## src/rtl/multi_proj_pkg.sv

```systemverilog
// Shared definitions for the multi-project IO mux: the switch-sequence
// states, the "no design connected" select encoding and default widths.
package multi_proj_pkg;

   typedef enum logic [1:0] {
      IDLE  = 2'd0,
      DRAIN = 2'd1,
      RESET = 2'd2,
      RUN   = 2'd3
   } mux_state_t;

   localparam int DEFAULT_IO_W = 38;
   localparam int DEFAULT_LA_W = 32;

   // Widest select bus needed for up to 8 designs ($clog2(8)+1).
   localparam int SEL_W_MAX = 4;

   // NONE is encoded by setting the MSB of the select bus; the caller
   // truncates the result to its own select width.
   function automatic logic [SEL_W_MAX-1:0] sel_none_code(input int sel_w);
      logic [SEL_W_MAX-1:0] code;
      code = '0;
      code[sel_w-1] = 1'b1;
      return code;
   endfunction

endpackage

```

## src/rtl/mux_stable_detect.sv

```systemverilog
// Debouncer for the one-hot design-select bits. A value is accepted once it
// has been seen unchanged for STABLE_CYCLES consecutive clock edges; the
// accept strobe fires once per stable value.
module mux_stable_detect
   import multi_proj_pkg::*;
#(
   parameter int NUM_PROJ      = 4,
   parameter int STABLE_CYCLES = 4,
   parameter int SEL_W         = $clog2(NUM_PROJ) + 1
) (
   input  logic                clk,
   input  logic                rst_n,
   input  logic [NUM_PROJ-1:0] active,
   output logic [SEL_W-1:0]    target,
   output logic                accept,
   output logic                multi_hot
);

   localparam int CW = $clog2(STABLE_CYCLES + 1);
   localparam logic [SEL_W-1:0] SEL_NONE = SEL_W'(sel_none_code(SEL_W));

   logic [NUM_PROJ-1:0] last_val;
   logic [CW-1:0]       stable_cnt;
   logic [CW-1:0]       stable_next;
   logic                changed;
   logic                found;

   assign changed = (active != last_val);

   // Count consecutive unchanged samples, restarting at one on any change and holding at the terminal value.
   always_comb begin
      if (changed) begin
         stable_next = CW'(1);
      end else if (stable_cnt == CW'(STABLE_CYCLES)) begin
         stable_next = stable_cnt;
      end else begin
         stable_next = stable_cnt + CW'(1);
      end
   end

   // Strobe only on the sample that first reaches the stable count, so a held value is accepted once.
   assign accept = (stable_next == CW'(STABLE_CYCLES)) &&
                   (changed || (stable_cnt != CW'(STABLE_CYCLES)));

   // Remember the previous sample and the length of the current run.
   always_ff @(posedge clk) begin
      if (!rst_n) begin
         last_val   <= '0;
         stable_cnt <= '0;
      end else begin
         last_val   <= active;
         stable_cnt <= stable_next;
      end
   end

   // Decode the select bits: exactly one hot gives its index, none or several give NONE.
   always_comb begin
      target    = SEL_NONE;
      multi_hot = 1'b0;
      found     = 1'b0;
      for (int i = 0; i < NUM_PROJ; i++) begin
         if (active[i]) begin
            if (found) begin
               multi_hot = 1'b1;
            end
            found  = 1'b1;
            target = SEL_W'(i);
         end
      end
      if (multi_hot) begin
         target = SEL_NONE;
      end
   end

endmodule

```

## src/rtl/multi_project_io_mux.sv

```systemverilog
// Shares the GPIO pads and one LA chunk among NUM_PROJ wrapped designs.
// Every change of selection runs drain (pads isolated), reset (new design
// held in reset) and only then connects the new design.
// Optional macro PROJ_CLK_GATE_EN: when defined, only the design being reset
// or running gets its clock enable; otherwise all clock enables stay high.
module multi_project_io_mux
   import multi_proj_pkg::*;
#(
   parameter int NUM_PROJ      = 4,
   parameter int IO_W          = DEFAULT_IO_W,
   parameter int LA_W          = DEFAULT_LA_W,
   parameter int STABLE_CYCLES = 4,
   parameter int GUARD_CYCLES  = 16,
   parameter int RST_CYCLES    = 8
) (
   input  logic                      wb_clk_i,
   input  logic                      wb_rst_ni,
   input  logic [NUM_PROJ-1:0]       active_i,
   input  logic [IO_W-1:0]           io_in,
   output logic [IO_W-1:0]           io_out,
   output logic [IO_W-1:0]           io_oeb,
   input  logic [LA_W-1:0]           la_data_in,
   input  logic [LA_W-1:0]           la_oenb,
   output logic [LA_W-1:0]           la_data_out,
   output logic [NUM_PROJ*IO_W-1:0]  proj_io_in,
   input  logic [NUM_PROJ*IO_W-1:0]  proj_io_out,
   input  logic [NUM_PROJ*IO_W-1:0]  proj_io_oeb,
   output logic [NUM_PROJ*LA_W-1:0]  proj_la_in,
   output logic [NUM_PROJ*LA_W-1:0]  proj_la_oenb,
   input  logic [NUM_PROJ*LA_W-1:0]  proj_la_out,
   output logic [NUM_PROJ-1:0]       proj_rst_n,
   output logic [NUM_PROJ-1:0]       proj_clk_en,
   output logic [$clog2(NUM_PROJ):0] sel_o,
   output logic                      busy_o,
   output logic                      err_o
);

   localparam int SEL_W = $clog2(NUM_PROJ) + 1;
   localparam int IDX_W = SEL_W - 1;
   localparam int GW    = $clog2(GUARD_CYCLES + 1);
   localparam int RW    = $clog2(RST_CYCLES + 1);
   localparam logic [SEL_W-1:0] SEL_NONE = SEL_W'(sel_none_code(SEL_W));

   logic [SEL_W-1:0]    acc_target;
   logic                accept;
   logic                multi_hot;
   logic                new_sel;

   mux_state_t          state;
   logic [SEL_W-1:0]    cur_target;
   logic [GW-1:0]       guard_cnt;
   logic [GW-1:0]       guard_inc;
   logic [RW-1:0]       rst_cnt;
   logic [RW-1:0]       rst_inc;
   logic [NUM_PROJ-1:0] target_onehot;

   logic                connected;
   logic [IDX_W-1:0]    sel_idx;
   logic [IO_W-1:0]     mux_io_out;
   logic [IO_W-1:0]     mux_io_oeb;
   logic [LA_W-1:0]     mux_la_out;

   mux_stable_detect #(
      .NUM_PROJ      (NUM_PROJ),
      .STABLE_CYCLES (STABLE_CYCLES),
      .SEL_W         (SEL_W)
   ) u_stable_detect (
      .clk       (wb_clk_i),
      .rst_n     (wb_rst_ni),
      .active    (active_i),
      .target    (acc_target),
      .accept    (accept),
      .multi_hot (multi_hot)
   );

   // An accepted value only matters when it names a different design than the one being switched to.
   assign new_sel = accept && (acc_target != cur_target);

   assign guard_inc = (guard_cnt == GW'(GUARD_CYCLES)) ? guard_cnt : guard_cnt + GW'(1);
   assign rst_inc   = (rst_cnt == RW'(RST_CYCLES)) ? rst_cnt : rst_cnt + RW'(1);

   // One-hot form of the design the sequence is heading for; empty when the target is NONE.
   always_comb begin
      target_onehot = '0;
      for (int i = 0; i < NUM_PROJ; i++) begin
         if (cur_target == SEL_W'(i)) begin
            target_onehot[i] = 1'b1;
         end
      end
   end

   // Switch sequencer: drain with pads isolated, hold the new design in reset, then connect it.
   always_ff @(posedge wb_clk_i) begin
      if (!wb_rst_ni) begin
         state      <= IDLE;
         cur_target <= SEL_NONE;
         guard_cnt  <= '0;
         rst_cnt    <= '0;
         sel_o      <= SEL_NONE;
         busy_o     <= 1'b0;
         err_o      <= 1'b0;
         proj_rst_n <= '0;
      end else begin
         if (accept && multi_hot) begin
            err_o <= 1'b1;
         end
         if (new_sel) begin
            cur_target <= acc_target;
         end
         case (state)
            IDLE: begin
               if (new_sel && (acc_target != SEL_NONE)) begin
                  state     <= DRAIN;
                  guard_cnt <= '0;
                  busy_o    <= 1'b1;
               end
            end
            DRAIN: begin
               if (new_sel) begin
                  guard_cnt <= '0;
               end else if (guard_inc == GW'(GUARD_CYCLES)) begin
                  guard_cnt <= guard_inc;
                  if (cur_target == SEL_NONE) begin
                     state  <= IDLE;
                     busy_o <= 1'b0;
                  end else begin
                     state   <= RESET;
                     rst_cnt <= '0;
                  end
               end else begin
                  guard_cnt <= guard_inc;
               end
            end
            RESET: begin
               if (new_sel) begin
                  state     <= DRAIN;
                  guard_cnt <= '0;
               end else if (rst_inc == RW'(RST_CYCLES)) begin
                  rst_cnt    <= rst_inc;
                  state      <= RUN;
                  busy_o     <= 1'b0;
                  sel_o      <= cur_target;
                  proj_rst_n <= target_onehot;
               end else begin
                  rst_cnt <= rst_inc;
               end
            end
            RUN: begin
               if (new_sel) begin
                  state      <= DRAIN;
                  guard_cnt  <= '0;
                  busy_o     <= 1'b1;
                  sel_o      <= SEL_NONE;
                  proj_rst_n <= '0;
               end
            end
            default: begin
               state <= IDLE;
            end
         endcase
      end
   end

`ifdef PROJ_CLK_GATE_EN
   // Clock only the design that is being reset or is running.
   always_comb begin
      proj_clk_en = '0;
      if ((state == RESET) || (state == RUN)) begin
         proj_clk_en = target_onehot;
      end
   end
`else
   assign proj_clk_en = '1;
`endif

   assign connected = !sel_o[SEL_W-1];
   assign sel_idx   = sel_o[IDX_W-1:0];

   // Route the connected design to the pads and LA; everyone else sees zeros and a disabled LA.
   always_comb begin
      mux_io_out   = '0;
      mux_io_oeb   = '1;
      mux_la_out   = '0;
      proj_io_in   = '0;
      proj_la_in   = '0;
      proj_la_oenb = '1;
      for (int i = 0; i < NUM_PROJ; i++) begin
         if (connected && (sel_idx == IDX_W'(i))) begin
            mux_io_out                   = proj_io_out[i*IO_W +: IO_W];
            mux_io_oeb                   = proj_io_oeb[i*IO_W +: IO_W];
            mux_la_out                   = proj_la_out[i*LA_W +: LA_W];
            proj_io_in[i*IO_W +: IO_W]   = io_in;
            proj_la_in[i*LA_W +: LA_W]   = la_data_in;
            proj_la_oenb[i*LA_W +: LA_W] = la_oenb;
         end
      end
   end

   // Register the pad and LA outputs so the pads see clean edges one cycle after the mux.
   always_ff @(posedge wb_clk_i) begin
      if (!wb_rst_ni) begin
         io_out      <= '0;
         io_oeb      <= '1;
         la_data_out <= '0;
      end else begin
         io_out      <= mux_io_out;
         io_oeb      <= mux_io_oeb;
         la_data_out <= mux_la_out;
      end
   end

endmodule

```

## config.mk

```make
export PLATFORM = sky130hd
export DESIGN_NAME = multi_project_io_mux
export DESIGN_NICKNAME = d
export VERILOG_FILES = /design/src/rtl/multi_proj_pkg.sv /design/src/rtl/mux_stable_detect.sv /design/src/rtl/multi_project_io_mux.sv
export SDC_FILE = /design/constraint.sdc
export NUM_CORES = 1
export LEC_CHECK = 0
export CAP_MARGIN = 20
export CORE_AREA = 2 2 416 418
export CTS_BUF_LIST = sky130_fd_sc_hd__clkbuf_16
export DETAILED_ROUTE_END_ITERATION = 12
export DIE_AREA = 0 0 418 420
export PLACE_DENSITY = 0.38
export SETUP_SLACK_MARGIN = 0.4
export SYNTH_ARGS = -nofsm -noshare
export SYNTH_HDL_FRONTEND = slang
export SYNTH_SLANG_ARGS = --single-unit
```

## constraint.sdc

```tcl
create_clock -name wb_clk_i -period 3.1 [get_ports wb_clk_i]
set_input_delay 0.62 -clock wb_clk_i [delete_from_list [all_inputs] [get_ports wb_clk_i]]
set_output_delay 0.62 -clock wb_clk_i [all_outputs]
set_load 0.03 [all_outputs]
```

# [Word level (Yosys, flattened, before mapping)]
# Index checks and enable logic that the tools add are counted.
[totals] reg_bits=138 word_cells=146
[op_classes] n_addsub=3 eq_ne=30 muxes=79 n_reduce_logical=21
[ops] cell="$mux 38" n=12
[ops] cell="$mux 32" n=12
[ops] cell="$mux 4" n=8
[ops] cell="$mux 3" n=10
[ops] cell="$mux 1" n=20
[ops] cell="$mux 5" n=4
[ops] cell="$ne 2x2->1 const B" n=8
[ops] cell="$pmux 4 s2" n=2
[ops] cell="$pmux 5 s3" n=1
[ops] cell="$mux 2" n=7
[ops] cell="$eq 5x5->1 const B" n=2
[ops] cell="$reduce_and 5->1" n=2
[ops] cell="$eq 3x3->1 const B" n=3
[ops] cell="$ne 3x3->1 const B" n=3
[ops] cell="$eq 2x2->1 const B" n=4
[ops] cell="$eq 4x4->1 const B" n=2
[ops] cell="$logic_and 1x1->1" n=8
[ops] cell="$pmux 2 s4" n=1
[ops] cell="$reduce_and 7->1" n=1
[ops] cell="$eq 3x2->1 const B" n=2
[ops] cell="$pmux 3 s2" n=1
[ops] cell="$add 5x1->5 const B" n=1
[ops] cell="$add 4x1->4 const B" n=1
[ops] cell="$eq 2x1->1 const B" n=2
[ops] cell="other kinds (14)" n=16

# [Logic depth before layout (Yosys ltp)]
# Gate-level depths: netlist of run 1.
[depth] ltp_word=13 ltp_mapped=11 ltp_nobuf=9

# [Cells and area by module]
# Synthesis of run 1 repeated with hierarchy kept, for this count alone.
[hier_totals] cells_unflattened=1290 hier_area_um2=10029.6
[by_module_without_submodules] module="multi_project_io_mux" n_inst=1 cells_each=1242 area_each_um2=9561.7 seq_area_each_um2=2622.5
[by_module_without_submodules] module="mux_stable_detect" n_inst=1 cells_each=48 area_each_um2=467.9 seq_area_each_um2=140.1

# [Worst setup path before layout of run 1]
# Ideal clock, no wire load.
[synth_timing] kind="input -> register" startpoint="input port active_i[1]" endpoint="register busy_o" arrival_time_ps=2635 required_ps=3013 slack_ps=378 path_stages=9 n_path_buf=2 cell_sequence="buf_6 -> or3_4 -> and3_4 -> o311a_4 -> o31a_1 -> buf_6 -> mux2i_1 -> or3_1 -> o31ai_1"
[synth_between] elab_chain_cells=11 elab_cells_between_ends=25 cone_classes="eq/ne (8); mux (12); reduce/logical (5)"
[synth_lines] element="start, declared" line_no="multi_project_io_mux.sv:18" source="input logic [NUM_PROJ-1:0] active_i,"
[synth_lines] element="$mux 1" line_no="mux_stable_detect.sv:62" source="if (active[i]) begin"
[synth_lines] element="$mux 1" line_no="mux_stable_detect.sv:63" source="if (found) begin"
[synth_lines] element="$mux 1" line_no="mux_stable_detect.sv:62"
[synth_lines] element="$mux 1" line_no="mux_stable_detect.sv:63"
[synth_lines] element="$mux 1" line_no="mux_stable_detect.sv:62"
[synth_lines] element="$mux 3" line_no="mux_stable_detect.sv:70" source="if (multi_hot) begin"
[synth_lines] element="$ne 3x3->1" line_no="multi_project_io_mux.sv:77" source="assign new_sel = accept && (acc_target != cur_target);"
[synth_lines] element="$logic_and 1x1->1" line_no="multi_project_io_mux.sv:77"
[synth_lines] element="$logic_and 1x1->1" line_no="multi_project_io_mux.sv:112" source="if (new_sel && (acc_target != SEL_NONE)) begin"
[synth_lines] element="$ne 2x2->1 (no source line)"
[synth_lines] element="$reduce_and 7->1 (no source line) *"
[synth_lines] element="end signal, assigned" line_no="multi_project_io_mux.sv:100" source="busy_o <= 1'b0;"
[synth_lines] element="end signal, assigned" line_no="multi_project_io_mux.sv:115" source="busy_o <= 1'b1;"
[synth_lines] element="end signal, assigned" line_no="multi_project_io_mux.sv:125" source="busy_o <= 1'b0;"
[synth_lines] element="end, declared" line_no="multi_project_io_mux.sv:34" source="output logic busy_o,"
# Every way passes the cells marked *; elsewhere a longest branch is shown, timed or not.
# A chain may end at the register's enable or synchronous reset.

# [Worst setup path after layout of run 1]
[layout_timing] startpoint="register sel_o[1]" endpoint="output port proj_la_in[50]"
[layout_between] elab_chain_cells=3
[layout_lines] element="start, declared" line_no="multi_project_io_mux.sv:33" source="output logic [$clog2(NUM_PROJ):0] sel_o,"
[layout_lines] element="start signal, assigned" line_no="multi_project_io_mux.sv:142" source="sel_o <= cur_target;"
[layout_lines] element="$eq 2x1->1" line_no="multi_project_io_mux.sv:188" source="if (connected && (sel_idx == IDX_W'(i))) begin"
[layout_lines] element="$logic_and 1x1->1" line_no="multi_project_io_mux.sv:188"
[layout_lines] element="$mux 32" line_no="multi_project_io_mux.sv:188"
[layout_lines] element="end, declared" line_no="multi_project_io_mux.sv:28" source="output logic [NUM_PROJ*LA_W-1:0] proj_la_in,"
# Every way passes these cells.

==> flow_summary.json, run 1 <==
{
  "synth-edff-count": 0,
  "wl_per_cell_um": 21.51,
  "status": "completed",
  "tightest_slew_ns": 0.8670,
  "fmax_ghz": 0.3553,
  "finalCritPeriodShare_pct": 90.79,
  "drc_errors": 0,
  "fin_setup_tns_ns": 0,
  "io_buffers": 1064,
  "async_flop_share_pct": 0,
  "critPathCaptureType": "output port",
  "dpl.hpwl_um": 73110,
  "dieHeight_um": 420,
  "critPathLaunchType": "flop",
  "synthDistinctLibCells": 58,
  "ys_ff_latch": 138,
  "track_usage_pct": 10.15,
  "clkTransAtPathRegs_ns": 0.07,
  "cp_max_fo": 8,
  "p_leak_nw": 9.810,
  "root_buffer": "clkbuf_16",
  "cts.sinks": 138,
  "nNetsFinal": 2970,
  "yosysSeqAreaShare_pct": 27.63,
  "ir_worst_vdd_uv": 440.9,
  "layout_common_cells": "clkdlybuf4s50_1, and2_4, buf_6",
  "clk_path_buf_depth": 2,
  "finalSetupViolations": 0,
  "insertion_delay_ns": 0.51,
  "place_congestion": 0.8004,
  "routed_wl_um": 100500,
  "numCtsBuffers": 17,
  "final_common_cell": "clkdlybuf4s50_1",
  "critPathRequiredTime_ns": 2.48,
  "finalNonFillerCells": 4670,
  "layout_setup_ws_ns": 0.2854,
  "yosys-top-cells-area": "dfxtp_1, and2_1, nand2b_1, mux2_2, mux2i_1",
  "synth_top_area_share_pct": 27.63,
  "htreeDepth": 4,
  "chipWidth_um": 418,
  "rows": 152,
  "start_util_pct": 5.847,
  "slew_violations": 0,
  "skew_ns": 0.01673,
  "avgSynthCellArea_um2": 7.672,
  "vias": 14176,
  "grt.overflow.total": 0,
  "period_minus_slack_ns": 2.815,
  "antenna_left": 0,
  "antenna_found_initial": 26,
  "post-place-ws_ns": -0.04631,
  "grt_max_degree": 99,
  "cts_tree": "yes",
  "synth_warnings": 0,
  "layout-drive-gt1-share_pct": 34.87,
  "critPathKind": "reg -> out",
  "synth_area_um2": 9997,
  "area_growth_pct": 168.9,
  "io_pins": 1069,
  "die-area_um2": 175600,
  "routed_via_density": 3.036,
  "coreArea_um2": 171000,
  "rsz0062_at_grt": "true",
  "cp.arrival_ns": 2.19,
  "placed_area_um2": 23230,
  "drtPass1Iterations": 5,
  "drv_cap": 0,
  "grt_pass1_vias": 13652,
  "hold_violations": 0,
  "drt-initial-drc-count": 564,
  "nFillCells": 19312,
  "total_power_mw": 4.957,
  "design_area_um2": 26880,
  "hp-class": "reg -> reg",
  "grt_pass1_wl_um": 121600,
  "synthFlopType": "dfxtp_1",
  "netlist_instances": 1303,
  "slew_headroom_pct": 42.20,
  "synth_largest_area_cell": "dfxtp_1",
  "power.density_nw_per_um2": 184.4,
  "dpl.cell_count": 4530
}
[power by group]
part | switching [mW] | internal (mW) | leakage [nW]
Clock | 1.04 | 1.12 | 0.269
Combinational | 0.321 | 0.707 | 8.42
Sequential | 0.00253 | 1.77 | 1.12
Total | 1.36 | 3.59 | 9.81
[cell type report]
cell class                 instances  area [um2]  area share, %
clock buffer                      17       425.4          1.583
inverter                          12       45.04         0.1676
multi-input combinational       1032        7333          27.28
sequential                       138        2774          10.32
clock inverter                    15       137.6         0.5120
antenna                            5       12.51        0.04655
timing repair buffer            1218       13360          49.70
tap                             2233        2794          10.39
[synthesized netlist by cell type (7+ instances only)]
| library cell | number |
|---|---|
| and2_1 | 286 |
| buf_1 | 8 |
| mux2i_1 | 51 |
| o21ai_0 | 76 |
| mux2_2 | 70 |
| a21oi_1 | 46 |
| o211ai_1 | 40 |
| ha_1 | 11 |
| o22ai_1 | 70 |
| nand2b_1 | 134 |
| nand2_1 | 63 |
| inv_1 | 12 |
| nor2_1 | 91 |
| nor3_1 | 7 |
| nand3_1 | 20 |
| clkbuf_1 | 103 |
| dfxtp_1 | 138 |
[state kept, by name, summed over array words and instances, names as in the netlist, 2 cells and up]
signal                      cells
proj_rst_n                      4
guard_cnt                       5
state                           2
io_out                         38
u_stable_detect.stable_cnt      3
la_data_out                    32
rst_cnt                         4
io_oeb                         38
cur_target                      3
sel_o                           3
u_stable_detect.last_val        4
[through the flow]
| step | utilization, % | hold WS [ns] |
|---|---|---|
| 2_1_floorplan | - | 0.4677 |
| 3_5_place_dp | 13.59 | 0.4559 |
| 5_1_grt | 15.72 | 0.4884 |
| 3_3_place_gp | 13.59 | 0.4597 |
| 6_report | 15.72 | 0.4609 |
| 4_1_cts | 14.75 | 0.4651 |
[critical path, stage by stage, from the launching register on]
cell     delay [ns]
dfxtp_4        0.39
nor3b_4        0.24
buf_12         0.15
buf_16         0.10
buf_16         0.12
buf_16         0.15
buf_12         0.11
buf_16         0.13
and2_4         0.15
buf_6          0.12
[final timing paths]
path / start / to / slack, ns / depth (start not counted)
setup / recovery: sel_o[1] / proj_la_in[50] / 0.29 / 9
hold / removal: proj_rst_n[2] / proj_rst_n[2] / 0.46 / 2
setup reg to reg: sel_o[1] / io_oeb[8] / 0.69 / 6
hold reg to reg: proj_rst_n[2] / proj_rst_n[2] / 0.46 / 2
[kinds of logic (layout without fill, tap and decap cells)]
family	count (synthesis)	after routing	synth area share, %
DFF	138	138	27.63
muxes	121	121	12.99
buffers and inverters	136	1262	5.519
other	1	9	0.03751
and+or+nand+nor	629	629	35.68
xor gates and xnor gates	10	10	0.8761
adders and majority gates	11	11	1.377
AOI/OAI and AO/OA	257	257	15.88
[layer usage]
layer | GRT usage, % | up-vias | wire [um]
met5 | 0 | - | 44
met4 | 2.906 | 8 | 2382
met3 | 2.243 | 114 | 5294
met2 | 19.72 | 612 | 56350
met1 | 10.79 | 6789 | 36400
li1 | - | 6653 | -
[repair_timing]
item | in CTS | in global routing
setup buffers | 38 | 17
pin swaps | 8 | 12
hold buffers | 0 | 0
resized for setup | 293 | 519
cloned | 22 | 26
endpoints found under the setup margin | 407 | 354
(Power assumes the default switching activity.)
==> run 2, diff against run 1 <==
- HOLD_SLACK_MARGIN: unset -> 0.12
==> results of run 2 <==
No change in the layout: final DEF, timing and power equal those of run 1.
==> RTL change (settings of run 1) <==
Re-encode `mux_state_t` (4 states) as one-hot, 4 bits wide.
--- a/src/rtl/multi_proj_pkg.sv
+++ b/src/rtl/multi_proj_pkg.sv
@@ -3,9 +3,9 @@
 package multi_proj_pkg;
 
-   typedef enum logic [1:0] {
-      IDLE  = 2'd0,
-      DRAIN = 2'd1,
-      RESET = 2'd2,
-      RUN   = 2'd3
+   typedef enum logic [3:0] {
+      IDLE  = 4'b0001,
+      DRAIN = 4'b0010,
+      RESET = 4'b0100,
+      RUN   = 4'b1000
    } mux_state_t;
 
Formal check against the unedited RTL: no difference found for any inputs over 4 cycles, from zero or initial values and one cycle with wb_rst_ni low; so few cycles prove little.
==> RTL change against run 1 <==
  * Clock power grew 3%
  * Wire length grew 5.0%
  * Sequential cell count grew 2
  * Utilization shrank 1.0 points
  * Worst setup slack gained 0.10 ns
  * Non-clock buffer count shrank 30
  * Synthesized area grew 0.96%
  * Global-route usage grew 1.1 points
  * Design area shrank 6.7%
  * Critical path depth shrank 1
  * Via count shrank 2.3%
  * First-iteration DRC count grew 12%
  * Total power grew 2.7%
  * Critical path type unchanged
  * Largest cell class unchanged
==> RTL change: results (changes against run 1) <==
INFO  metric run_status = finished, final reports clean
INFO  metric clk_share = 2.30% (+0.20 points)
INFO  metric track_usage = 11.3% (+1.1 points)
INFO  metric post_layout_instance_count_excluding_filler_cells = 4657 (-0.28%)
INFO  metric synth_seq_area_share = 27.8% (+0.13 points)
INFO  metric yosys.area_share.xor_xnor = 0.955% (+0.078 points)
INFO  metric placed_cells_incl_taps = 4548 (+0.40%)
INFO  metric synth_compound_gate_area_share = 13.7% (-2.2 points)
INFO  metric grt_antenna_before_repair = 47 (+81%)
INFO  metric final_layout_size_suffix_gt1_share = 28.3% (-6.5 points)
INFO  metric layout.buffer.nonclock.area_share = 47.2% (-2.5 points)
INFO  metric critPathArrivalTime = 2.09 ns (-0.10 ns)
INFO  metric path_max_fanout = 14 (+6)
INFO  metric antenna-diode-count = 13 (+8)
INFO  metric fill_cells = 19461 (+0.77%)
INFO  metric worst_clock_skew = 0.0144 ns (-0.00236 ns)
INFO  metric netlist_top_cells_area = sky130_fd_sc_hd__dfxtp_1 (28%), sky130_fd_sc_hd__and2_1 (18%), sky130_fd_sc_hd__nand2b_1 (8.4%), sky130_fd_sc_hd__mux2_2 (7.8%), sky130_fd_sc_hd__o22ai_1 (4.4%)
INFO  metric vdd.ir_drop.worst = 0.436 mV (-1.1%)
INFO  metric routed_wire_length_per_instance = 22.7 um (+5.3%)
INFO  metric vias_per_cell = 2.97 (-2.0%)
INFO  metric syn-instance-count = 1314 (+0.84%)
INFO  metric seqAreaFraction = 11.2% (+0.90 points)
INFO  metric multi_input_area_share = 27.8% (+0.54 points)
INFO  metric gp_congestion = 0.778 (-2.8%)
INFO  metric synth_seq_cells = 140 (+1.4%)
INFO  metric wl_met2 = 56700 um (+0.67%)
INFO  metric timing.hold.worst_endpoint = err_o
INFO  metric cp-endpoint = proj_la_in[41]
INFO  metric drt_first_iter_violations = 629 (+12%)
INFO  metric critical_path.reg2reg.endpoint = io_out[17]
INFO  metric routedLengthMet1 = 40400 um (+11%)
INFO  metric grt_max_degree = 92 (-7.1%)
INFO  metric dp_hpwl = 82500 um (+13%)
INFO  metric wire_length_of_the_first_global_routing_pass = 131000 um (+7.9%)
INFO  metric leakage = 9.25 nW (-5.7%)
INFO  metric final.signal_buffer_count = 1188 (-2.5%)
INFO  metric number_of_gates_resized_after_cts = 659 (+120%)
-- RTL change: cell types whose count changed after synthesis, sizes merged, moves of 3 or more --
cell	run 1	this run
ha	11	6
nor2	92	86
nand2	63	60
buf	21	28
mux2i	51	44
nor2b	1	5
nor3	8	76
nand3b	6	3
clkbuf	103	98
a21oi	46	55
nand4	0	3
o21ai	77	14
-- RTL change: through the flow --
step                total power (W)  util (%)  hold WS, ns
global route                0.00535      14.7        0.507
global placement            0.00291      13.7        0.454
CTS                         0.00529      14.5        0.483
floorplan                   0.00201         -        0.468
finish                      0.00509      14.7        0.477
detailed placement          0.00292      13.7        0.467
-- RTL change: report_power, final --
group          internal, W  total [W]  switching [W]
sequential         0.00180    0.00180     0.00000292
clock              0.00107    0.00222        0.00116
combinational     0.000724    0.00107       0.000343
-- RTL change: per-layer routing --
metal	GRT usage, %	up-vias
met1	12.5	6449
li1	-	6669
met2	21.1	602
met3	2.38	114
met4	3.78	14
met5	0	-
